## src/rtl/patch_request_master_if.sv

```systemverilog
// Patch-store request bus between the request master and the patching responder.
// The master drives request/read_write/address/activation_in; the responder answers with valid/error/rd_data.
interface patch_request_master_if #(
    parameter int N      = 16,
    parameter int ADDR_W = 21
);
    logic              request;
    logic              read_write;
    logic [ADDR_W-1:0] address;
    logic [N-1:0]      activation_in;
    logic              valid;
    logic              error;
    logic [N-1:0]      rd_data;

    modport master (
        output request,
        output read_write,
        output address,
        output activation_in,
        input  valid,
        input  error,
        input  rd_data
    );

    modport slave (
        input  request,
        input  read_write,
        input  address,
        input  activation_in,
        output valid,
        output error,
        output rd_data
    );
endinterface

```

## src/rtl/patch_request_master.sv

```systemverilog
// Buffers host patch commands in a FIFO and issues them one at a time to the patch responder.
// Write read-back verification is built only when PATCH_MASTER_VERIFY_EN is defined.
module patch_request_master #(
    parameter int N          = 16,
    parameter int ADDR_W     = 21,
    parameter int FIFO_DEPTH = 4,
    parameter int TIMEOUT    = 15
) (
    input  logic                   clk,
    input  logic                   reset,
    input  logic                   cmd_valid,
    output logic                   cmd_ready,
    input  logic                   cmd_write,
    input  logic [ADDR_W-1:0]      cmd_address,
    input  logic [N-1:0]           cmd_data,
    patch_request_master_if.master bus,
    output logic                   rsp_valid,
    output logic [N-1:0]           rsp_data,
    output logic [1:0]             rsp_status,
    output logic                   busy,
    output logic [7:0]             err_count
);
    localparam int PTR_W   = $clog2(FIFO_DEPTH);
    localparam int CNT_W   = PTR_W + 1;
    localparam int ENTRY_W = 1 + ADDR_W + N;
    localparam logic [CNT_W-1:0] FULL_COUNT = CNT_W'(FIFO_DEPTH);
    localparam logic [7:0]       TMO_LAST   = 8'(TIMEOUT - 1);

    localparam logic [1:0] ST_OK  = 2'b00;
    localparam logic [1:0] ST_ERR = 2'b01;
    localparam logic [1:0] ST_TMO = 2'b10;
    localparam logic [1:0] ST_VMM = 2'b11;

`ifdef PATCH_MASTER_VERIFY_EN
    localparam logic VERIFY_ON = 1'b1;
`else
    localparam logic VERIFY_ON = 1'b0;
`endif

    typedef enum logic [2:0] {
        S_IDLE  = 3'd0,
        S_REQ   = 3'd1,
        S_WAIT  = 3'd2,
        S_VREQ  = 3'd3,
        S_VWAIT = 3'd4,
        S_RESP  = 3'd5
    } state_t;

    logic [ENTRY_W-1:0] mem_r [FIFO_DEPTH];
    logic [PTR_W-1:0]   wr_ptr_r;
    logic [PTR_W-1:0]   rd_ptr_r;
    logic [CNT_W-1:0]   count_r;
    logic               push_s;
    logic               pop_s;

    state_t             state_r;
    logic               request_r;
    logic               read_write_r;
    logic [ADDR_W-1:0]  address_r;
    logic [N-1:0]       activation_r;
    logic [7:0]         tmo_cnt_r;
    logic               rsp_valid_r;
    logic [N-1:0]       rsp_data_r;
    logic [1:0]         rsp_status_r;
    logic [7:0]         err_count_r;

    logic               done_s;
    logic [1:0]         done_status_s;
    logic [N-1:0]       done_data_s;
    logic               to_verify_s;

    assign cmd_ready = (count_r != FULL_COUNT);
    assign push_s    = cmd_valid && cmd_ready;
    // Only an idle FSM takes the head, so a same-cycle push into an empty FIFO is never popped early.
    assign pop_s     = (state_r == S_IDLE) && (count_r != {CNT_W{1'b0}});
    assign busy      = (count_r != {CNT_W{1'b0}}) || (state_r != S_IDLE);

    assign bus.request       = request_r;
    assign bus.read_write    = read_write_r;
    assign bus.address       = address_r;
    assign bus.activation_in = activation_r;
    assign rsp_valid         = rsp_valid_r;
    assign rsp_data          = rsp_data_r;
    assign rsp_status        = rsp_status_r;
    assign err_count         = err_count_r;

    // Command FIFO pointers and occupancy
    always_ff @(posedge clk) begin
        if (reset) begin
            wr_ptr_r <= {PTR_W{1'b0}};
            rd_ptr_r <= {PTR_W{1'b0}};
            count_r  <= {CNT_W{1'b0}};
        end else begin
            if (push_s) wr_ptr_r <= wr_ptr_r + PTR_W'(1'b1);
            if (pop_s)  rd_ptr_r <= rd_ptr_r + PTR_W'(1'b1);
            case ({push_s, pop_s})
                2'b10:   count_r <= count_r + CNT_W'(1'b1);
                2'b01:   count_r <= count_r - CNT_W'(1'b1);
                default: count_r <= count_r;
            endcase
        end
    end

    // Command FIFO storage
    always_ff @(posedge clk) begin
        if (push_s) mem_r[wr_ptr_r] <= {cmd_write, cmd_address, cmd_data};
    end

    // Outcome of the current wait cycle; error outranks valid, both outrank the timeout
    always_comb begin
        done_s        = 1'b0;
        done_status_s = ST_OK;
        done_data_s   = {N{1'b0}};
        to_verify_s   = 1'b0;
        if ((state_r == S_WAIT) || (state_r == S_VWAIT)) begin
            if (bus.error) begin
                done_s        = 1'b1;
                done_status_s = ST_ERR;
            end else if (bus.valid) begin
                if (state_r == S_VWAIT) begin
                    done_s        = 1'b1;
                    done_status_s = (bus.rd_data == activation_r) ? ST_OK : ST_VMM;
                    done_data_s   = bus.rd_data;
                end else if (read_write_r && VERIFY_ON) begin
                    to_verify_s = 1'b1;
                end else begin
                    done_s      = 1'b1;
                    done_data_s = read_write_r ? activation_r : bus.rd_data;
                end
            end else if (tmo_cnt_r == TMO_LAST) begin
                done_s        = 1'b1;
                done_status_s = ST_TMO;
            end else begin
                done_s = 1'b0;
            end
        end else begin
            done_s = 1'b0;
        end
    end

    // Transaction FSM with registered bus and response outputs
    always_ff @(posedge clk) begin
        if (reset) begin
            state_r      <= S_IDLE;
            request_r    <= 1'b0;
            read_write_r <= 1'b0;
            address_r    <= {ADDR_W{1'b0}};
            activation_r <= {N{1'b0}};
            tmo_cnt_r    <= 8'd0;
            rsp_valid_r  <= 1'b0;
            rsp_data_r   <= {N{1'b0}};
            rsp_status_r <= ST_OK;
            err_count_r  <= 8'd0;
        end else begin
            rsp_valid_r <= 1'b0;
            case (state_r)
                S_IDLE: begin
                    if (pop_s) begin
                        {read_write_r, address_r, activation_r} <= mem_r[rd_ptr_r];
                        request_r <= 1'b1;
                        state_r   <= S_REQ;
                    end
                end
                S_REQ: begin
                    tmo_cnt_r <= 8'd0;
                    state_r   <= S_WAIT;
                end
`ifdef PATCH_MASTER_VERIFY_EN
                // Read-back request: request was dropped for one cycle so read_write never changes under it
                S_VREQ: begin
                    request_r <= 1'b1;
                    tmo_cnt_r <= 8'd0;
                    state_r   <= S_VWAIT;
                end
`endif
                S_WAIT, S_VWAIT: begin
                    if (done_s) begin
                        request_r    <= 1'b0;
                        rsp_valid_r  <= 1'b1;
                        rsp_status_r <= done_status_s;
                        rsp_data_r   <= done_data_s;
                        state_r      <= S_RESP;
                    end else if (to_verify_s) begin
                        request_r    <= 1'b0;
                        read_write_r <= 1'b0;
                        state_r      <= S_VREQ;
                    end else begin
                        tmo_cnt_r <= tmo_cnt_r + 8'd1;
                    end
                end
                S_RESP: begin
                    if ((rsp_status_r != ST_OK) && (err_count_r != 8'hFF)) begin
                        err_count_r <= err_count_r + 8'd1;
                    end
                    state_r <= S_IDLE;
                end
                default: begin
                    request_r <= 1'b0;
                    state_r   <= S_IDLE;
                end
            endcase
        end
    end
endmodule
```

## src/flat_wrapper.sv

```systemverilog
// flat-port wrapper written by rule: the top's interface ports become plain ports
module patch_request_master_flat 
#(
    parameter int N          = 16,
    parameter int ADDR_W     = 21,
    parameter int FIFO_DEPTH = 4,
    parameter int TIMEOUT    = 15
)
  (clk, reset, cmd_valid, cmd_ready, cmd_write, cmd_address, cmd_data, rsp_valid, rsp_data, rsp_status, busy, err_count, bus_request, bus_read_write, bus_address, bus_activation_in, bus_valid, bus_error, bus_rd_data);
  patch_request_master_if #(.N(N), .ADDR_W(ADDR_W)) bus_i ();
  input  logic clk;
  input  logic reset;
  input  logic cmd_valid;
  output logic cmd_ready;
  input  logic cmd_write;
  input  logic [ADDR_W-1:0] cmd_address;
  input  logic [N-1:0] cmd_data;
  output logic rsp_valid;
  output logic [N-1:0] rsp_data;
  output logic [1:0] rsp_status;
  output logic busy;
  output logic [7:0] err_count;
  output wire logic [$bits(bus_i.request)-1:0] bus_request;
  output wire logic [$bits(bus_i.read_write)-1:0] bus_read_write;
  output wire logic [$bits(bus_i.address)-1:0] bus_address;
  output wire logic [$bits(bus_i.activation_in)-1:0] bus_activation_in;
  input wire logic [$bits(bus_i.valid)-1:0] bus_valid;
  input wire logic [$bits(bus_i.error)-1:0] bus_error;
  input wire logic [$bits(bus_i.rd_data)-1:0] bus_rd_data;
  assign bus_request = bus_i.request;
  assign bus_read_write = bus_i.read_write;
  assign bus_address = bus_i.address;
  assign bus_activation_in = bus_i.activation_in;
  assign bus_i.valid = bus_valid;
  assign bus_i.error = bus_error;
  assign bus_i.rd_data = bus_rd_data;
  patch_request_master #(.N(N), .ADDR_W(ADDR_W), .FIFO_DEPTH(FIFO_DEPTH), .TIMEOUT(TIMEOUT)) u_core (.clk(clk), .reset(reset), .cmd_valid(cmd_valid), .cmd_ready(cmd_ready), .cmd_write(cmd_write), .cmd_address(cmd_address), .cmd_data(cmd_data), .bus(bus_i), .rsp_valid(rsp_valid), .rsp_data(rsp_data), .rsp_status(rsp_status), .busy(busy), .err_count(err_count));
endmodule
```

## config.mk

```make
export PLATFORM = sky130hd
export DESIGN_NAME = patch_request_master_flat
export DESIGN_NICKNAME = d
export VERILOG_FILES = /design/src/rtl/patch_request_master_if.sv /design/src/rtl/patch_request_master.sv /design/src/flat_wrapper.sv
export SDC_FILE = /design/constraint.sdc
export NUM_CORES = 1
export LEC_CHECK = 0
export ABC_AREA = 1
export CORE_ASPECT_RATIO = 0.7
export CORE_UTILIZATION = 59
export DETAILED_ROUTE_END_ITERATION = 10
export GPL_ROUTABILITY_DRIVEN = 0
export PLACE_DENSITY = 0.95
export REMOVE_ABC_BUFFERS = 1
export SYNTH_ARGS = -nofsm -noshare
export SYNTH_HDL_FRONTEND = slang
export SYNTH_SLANG_ARGS = --single-unit
export TNS_END_PERCENT = 1
```

## constraint.sdc

```tcl
create_clock -name clk -period 6.75 [get_ports clk]
set_input_delay 1.35 -clock clk [delete_from_list [all_inputs] [get_ports clk]]
set_output_delay 1.35 -clock clk [all_outputs]
set_load 0.02 [all_outputs]
```

**Word-level counts from Yosys, hierarchy flattened**

Memory sizes are Yosys's and may differ from the RTL's. A register that Yosys moved wholly into a read port is not among the register bits.
Cells that the tools add are included.

- Bits in registers: 46
- RAM bits: 152
- Input port bits: 59
- Output and inout port bits: 68
- Word-level logic and storage cells: 79
- Memories kept: 1

- Add/sub/neg operators: 6
- Eq/ne operators: 13
- Mux-type cells: 27
- Bitwise gates (word level): 2
- Reductions and logical operators: 20

Memory list:

| name | depth | width | read ports | clocked after memory_dff | wr ports | line | source |
|---|---|---|---|---|---|---|---|
| u_core.mem_r | 4 | 38 | 1 | 1 | 1 | patch_request_master.sv:49 | `logic [ENTRY_W-1:0] mem_r [FIFO_DEPTH];` |

Operator list:

| operator | count |
|---|---|
| $mux W16 | 5 |
| $add A8 B1 Y8 const B | 2 |
| $eq A16 B16 Y1 | 1 |
| $pmux W8 S2 | 1 |
| $mux W2 | 6 |
| $reduce_and A2 Y1 | 5 |
| $mux W1 | 9 |
| $pmux W3 S3 | 1 |
| $eq A8 B4 Y1 const B | 1 |
| $mux W8 | 1 |
| $ne A8 B8 Y1 const B | 1 |
| $eq A3 B3 Y1 const B | 2 |
| $mux W3 | 2 |
| $pmux W3 S2 | 1 |
| $reduce_bool A2 Y1 | 3 |
| $reduce_bool A3 Y1 | 2 |
| $reduce_or A2 Y1 | 3 |
| $add A2 B1 Y2 const B | 2 |
| $ne A2 B1 Y1 const B | 2 |
| $add A3 B1 Y3 const B | 1 |
| $eq A3 B1 Y1 const B | 1 |
| $eq A3 B2 Y1 const B | 1 |
| $logic_and A1 B1 Y1 | 3 |
| $logic_not A3 Y1 | 1 |
| other kinds (9) | 11 |

**Depth between registers and ports, before layout**

- Depth after elaboration: 7
- Depth in mapped cells: 13
- Depth with buffers taken out: 12

**Worst setup path before layout**

Ideal clock, no wire load.

- Kind: in2reg
- From: input port cmd_valid
- To: memory u_core.mem_r[0][0] (netlist bit), enable pin
- Library setup time: 433 ps
- Arrival time: 3134 ps
- Data required time: 6317 ps
- Path slack: 3182 ps
- Cell stages on the path: 2
- Buffers on the path: 0
- Cells stage by stage: nand2_1 nor2_1

- Longest elaborated chain between the ends: 3

RTL lines:

| element | line | source |
|---|---|---|
| from (decl) | flat_wrapper.sv:13 | `input logic cmd_valid;` |
| $logic_and A1 B1 Y1 | patch_request_master.sv:73 | `assign push_s = cmd_valid && cmd_ready;` |
| $mux W1 | patch_request_master.sv:106 | `if (push_s) mem_r[wr_ptr_r] <= {cmd_write, cmd_address, cmd_data};` |
| $mux W1 (implied by the code) | patch_request_master.sv:106 |  |
| to (decl) | patch_request_master.sv:49 |  |

No other way between the ends.

**Worst setup path in the final report**

- From: register u_core.state_r[2]
- To: output port busy

- Longest elaborated chain between the ends: 2

RTL lines:

| element | line | source |
|---|---|---|
| from (decl) | patch_request_master.sv:56 | `state_t state_r;` |
| from (signal assigned) | patch_request_master.sv:144 | `state_r <= S_IDLE;` |
| from (signal assigned) | patch_request_master.sv:161 | `state_r <= S_REQ;` |
| from (signal assigned) | patch_request_master.sv:166 | `state_r <= S_WAIT;` |
| $reduce_bool A3 Y1 | patch_request_master.sv:76 | `assign busy = (count_r != {CNT_W{1'b0}}) \|\| (state_r != S_IDLE);` |
| $logic_or A1 B1 Y1 | patch_request_master.sv:76 |  |
| to (decl) | flat_wrapper.sv:21 | `output logic busy;` |

No other way between the ends.

==> results.md <==
- Final net count: roughly 1100
- LEAKAGE: 0.00415 uW
- Post-CTS Setup Bufs: 0
- Power after layout: 4430 uW
- Sequential share of the synthesized area: 0.656
- Die X: 154 um
- Final hold violation count: 0
- Design Area, Final: 11600 um^2
- Total power divided by cell area: 383 nW/um^2
- CP endpoint: busy
- Post-synth EDFFs: roughly 150
- I/O Buffers: 126
- Vias after detailed routing: 7357
- CTS Root Buffer Type: clkbuf_16
- Grt met3 use: 0.0513
- Core ar.: 15600 um^2
- Fmax: ~310 MHz
- HPWL Detailed: 13.3 mm
- Reg2reg setup slack: 4.15 ns
- Synthesized flop and latch total: around 240
- Commonest register cell after synthesis: edfxtp_1
- Vias/cell: 5.83
- FP Rows: 38
- CTS tree: yes
- Most crowded layer after global routing: met2
- Starting Density: 0.609
- Vias in the first global route: 7023
- Hold_buf cts: 0
- Worst min-delay path class: register to register
- Grt ovf: 0
- PostCTS Resize Cnt: 0
- Run status: completed
- Area Overhead vs Synth: 21.5%
- Clk sink count: 236
- Clock skew: 0.0191 ns
- Slew HR: 0.185
- RSZ-0062 raised after global routing: no
- Die area: around 17000 um^2
- Worst r2r src: u_core.state_r[0]
- Mapped Area: 9520 um^2
- FF-to-FF End: u_core.count_r[2]
- Placed cell area: 10900 um^2
- Endpoint class of the critical path: output port
- CTS buffer count: 22
- Initial antenna violation count: 0
- Ports: 127
- First-pass GRT wire length: 34.7 mm
- Fraction of layout cells with a size suffix above 1: 0.0707
- WP data required: 5.40 ns
- YS warnings: 0
- WHS: 0.466 ns
- Worst EP arrival: approximately 1.9 ns
- DRT antenna net count: 0
- GRT met1 Usage: 0.346
- Pre-Repair DR Iteration Count: 6
- Clk_lat worst skew: about 0.5 ns
- DRT iter0 DRCs: 705
- Setup tns final: 0 ns
- Number of remaining DRC errors: 0
- Final period util: 0.484
- Slew @ Worst Pin: 1.22 ns
- Critical path class: register to output port
- Max-cap violations: 0
- Depth of the most critical reg-to-reg path: 10
- Beginning of the critical path: u_core.state_r[2]
- Setup WS post-layout: 3.48 ns
- Die height: roughly 110 um
- Syn Area/Cell: 10.2 um^2
- WL final: 22.4 mm
- Slew Viols, Final: 0
- Synth unique cells: 32
- Final min period: between 3 and 4 ns
- Ys async rst share: 0
- Worst setup SP type: register
- DR WL/cell: 17.8 um
- Setup WS pre-CTS: 3.23 ns
- CP Max Fanout: 4
- Htree depth: 1
- Clock-pin slew on the worst setup and hold paths: around 0.060 ns
- CTS max path bufs: 3
- Antenna cell count: 0
- Largest net degree at the start of global routing: between 80 and 90
- Final setup vio count: 0
- Gr usage total: 0.268
- VDD IR max: 0.000269 V
- GR Util met2: 0.455
- Cell count after synthesis: roughly 930
[layer usage]
metal / vias up / part of all wire / routed length, um
li1: 3419 / - / -
met1: 3486 / 0.41 / 9160
met2: 383 / 0.47 / 10600
met3: 69 / 0.086 / 1920
met4: 0 / 0.033 / 748
met5: - / 0 / 0
[synth_stat cells, drive strengths merged, types with 2 or more instances]
master  instances  area, um^2
nor2          172         656
edfxtp        152        4560
nand2         146         556
o21ai         133         666
dfxtp          84        1680
inv            69         259
a21oi          44         220
o22ai          38         238
clkbuf         30         113
buf            17        93.8
a211oi         16         200
nand3           9        45.0
ha              8         100
nor3            6        35.0
nand4           2        18.8
[worst max-delay path: stages (launching register included)]
cell and delay [ns]:
dfxtp_1 0.38, inv_1 0.10, nand2_1 0.14, inv_1 0.07, nand2_1 0.12, clkdlybuf4s50_1 0.62
[state kept, by name, indices dropped and copies added (netlist names)]
| signal | flops |
|---|---|
| u_core.bus.read_write | 1 |
| u_core.tmo_cnt_r | 8 |
| u_core.wr_ptr_r | 2 |
| u_core.bus.address | 21 |
| u_core.bus.activation_in | 16 |
| u_core.bus.request | 1 |
| u_core.state_r | 3 |
| u_core.rsp_data | 16 |
| u_core.rsp_status | 2 |
| u_core.rd_ptr_r | 2 |
| u_core.mem_r | 152 |
| u_core.err_count | 8 |
| u_core.count_r | 3 |
| u_core.rsp_valid | 1 |
[how the worst min path moves through the flow]
stage                              startpoint                  end  slack (ns)  cells past startpoint
after global placement     u_core.rsp_data[7]   u_core.rsp_data[7]        0.45                      2
after detailed placement   u_core.rsp_data[8]   u_core.rsp_data[8]        0.46                      2
after global routing       u_core.rsp_data[8]   u_core.rsp_data[8]        0.48                      2
final                      u_core.rsp_data[5]   u_core.rsp_data[5]        0.47                      2
after CTS                 u_core.rsp_data[15]  u_core.rsp_data[15]        0.46                      2
after floorplan           u_core.tmo_cnt_r[7]  u_core.tmo_cnt_r[7]        0.44                      2
[power by group]
group / switching [uW] / leakage [uW] / internal [uW]
sequential: 94.7 / 0.00208 / 1740
combinational: 963 / 0.00175 / 487
clock: 519 / 0.000313 / 625
total: 1580 / 0.00415 / 2860
[through the flow]
stage / util / std cells
floorplan: - / 887
global placement: 0.698 / 1221
detailed placement: 0.698 / 1221
CTS: 0.739 / 1261
global route: 0.739 / 1261
finish: 0.739 / 1261
[placed cells by master (no fill, tap or decap), types with 5 or more instances in the layout]
master / count
clkinv_2: 5
nor2_4: 5
edfxtp_1: 152
nor3_1: 5
ha_1: 8
nand3_1: 9
clkbuf_1: 6
nand2_1: 143
o22ai_1: 38
a21oi_1: 44
o21ai_0: 128
inv_2: 6
dfxtp_1: 83
a211oi_2: 16
clkdlybuf4s50_1: 125
nor2_1: 166
inv_1: 63
o21ai_1: 5
clkbuf_16: 23
buf_4: 8
[layout make-up]
type | instances | area [um^2]
Timing Repair Buffer | 134 | 1320
Fill cell | 985 | 4080
Sequential cell | 236 | 6250
Clock inverter | 11 | 55.1
Clock buffer | 29 | 598
Inverter | 70 | 264
Multi-Input combinational cell | 581 | 2840
Tap cell | 200 | 250
[cells by family (layout without fill, tap and decap cells)]
family,Yosys count,after routing,synth area share
buffers and inverters,117,244,0.0494
adders and majority gates,9,9,0.0126
and+or+nand+nor,338,338,0.140
AOI/OAI and AO/OA,232,232,0.140
DFF,236,236,0.656
xor gates and xnor gates,2,2,0.00184
No activity file was read; power rests on OpenSTA's default activity.
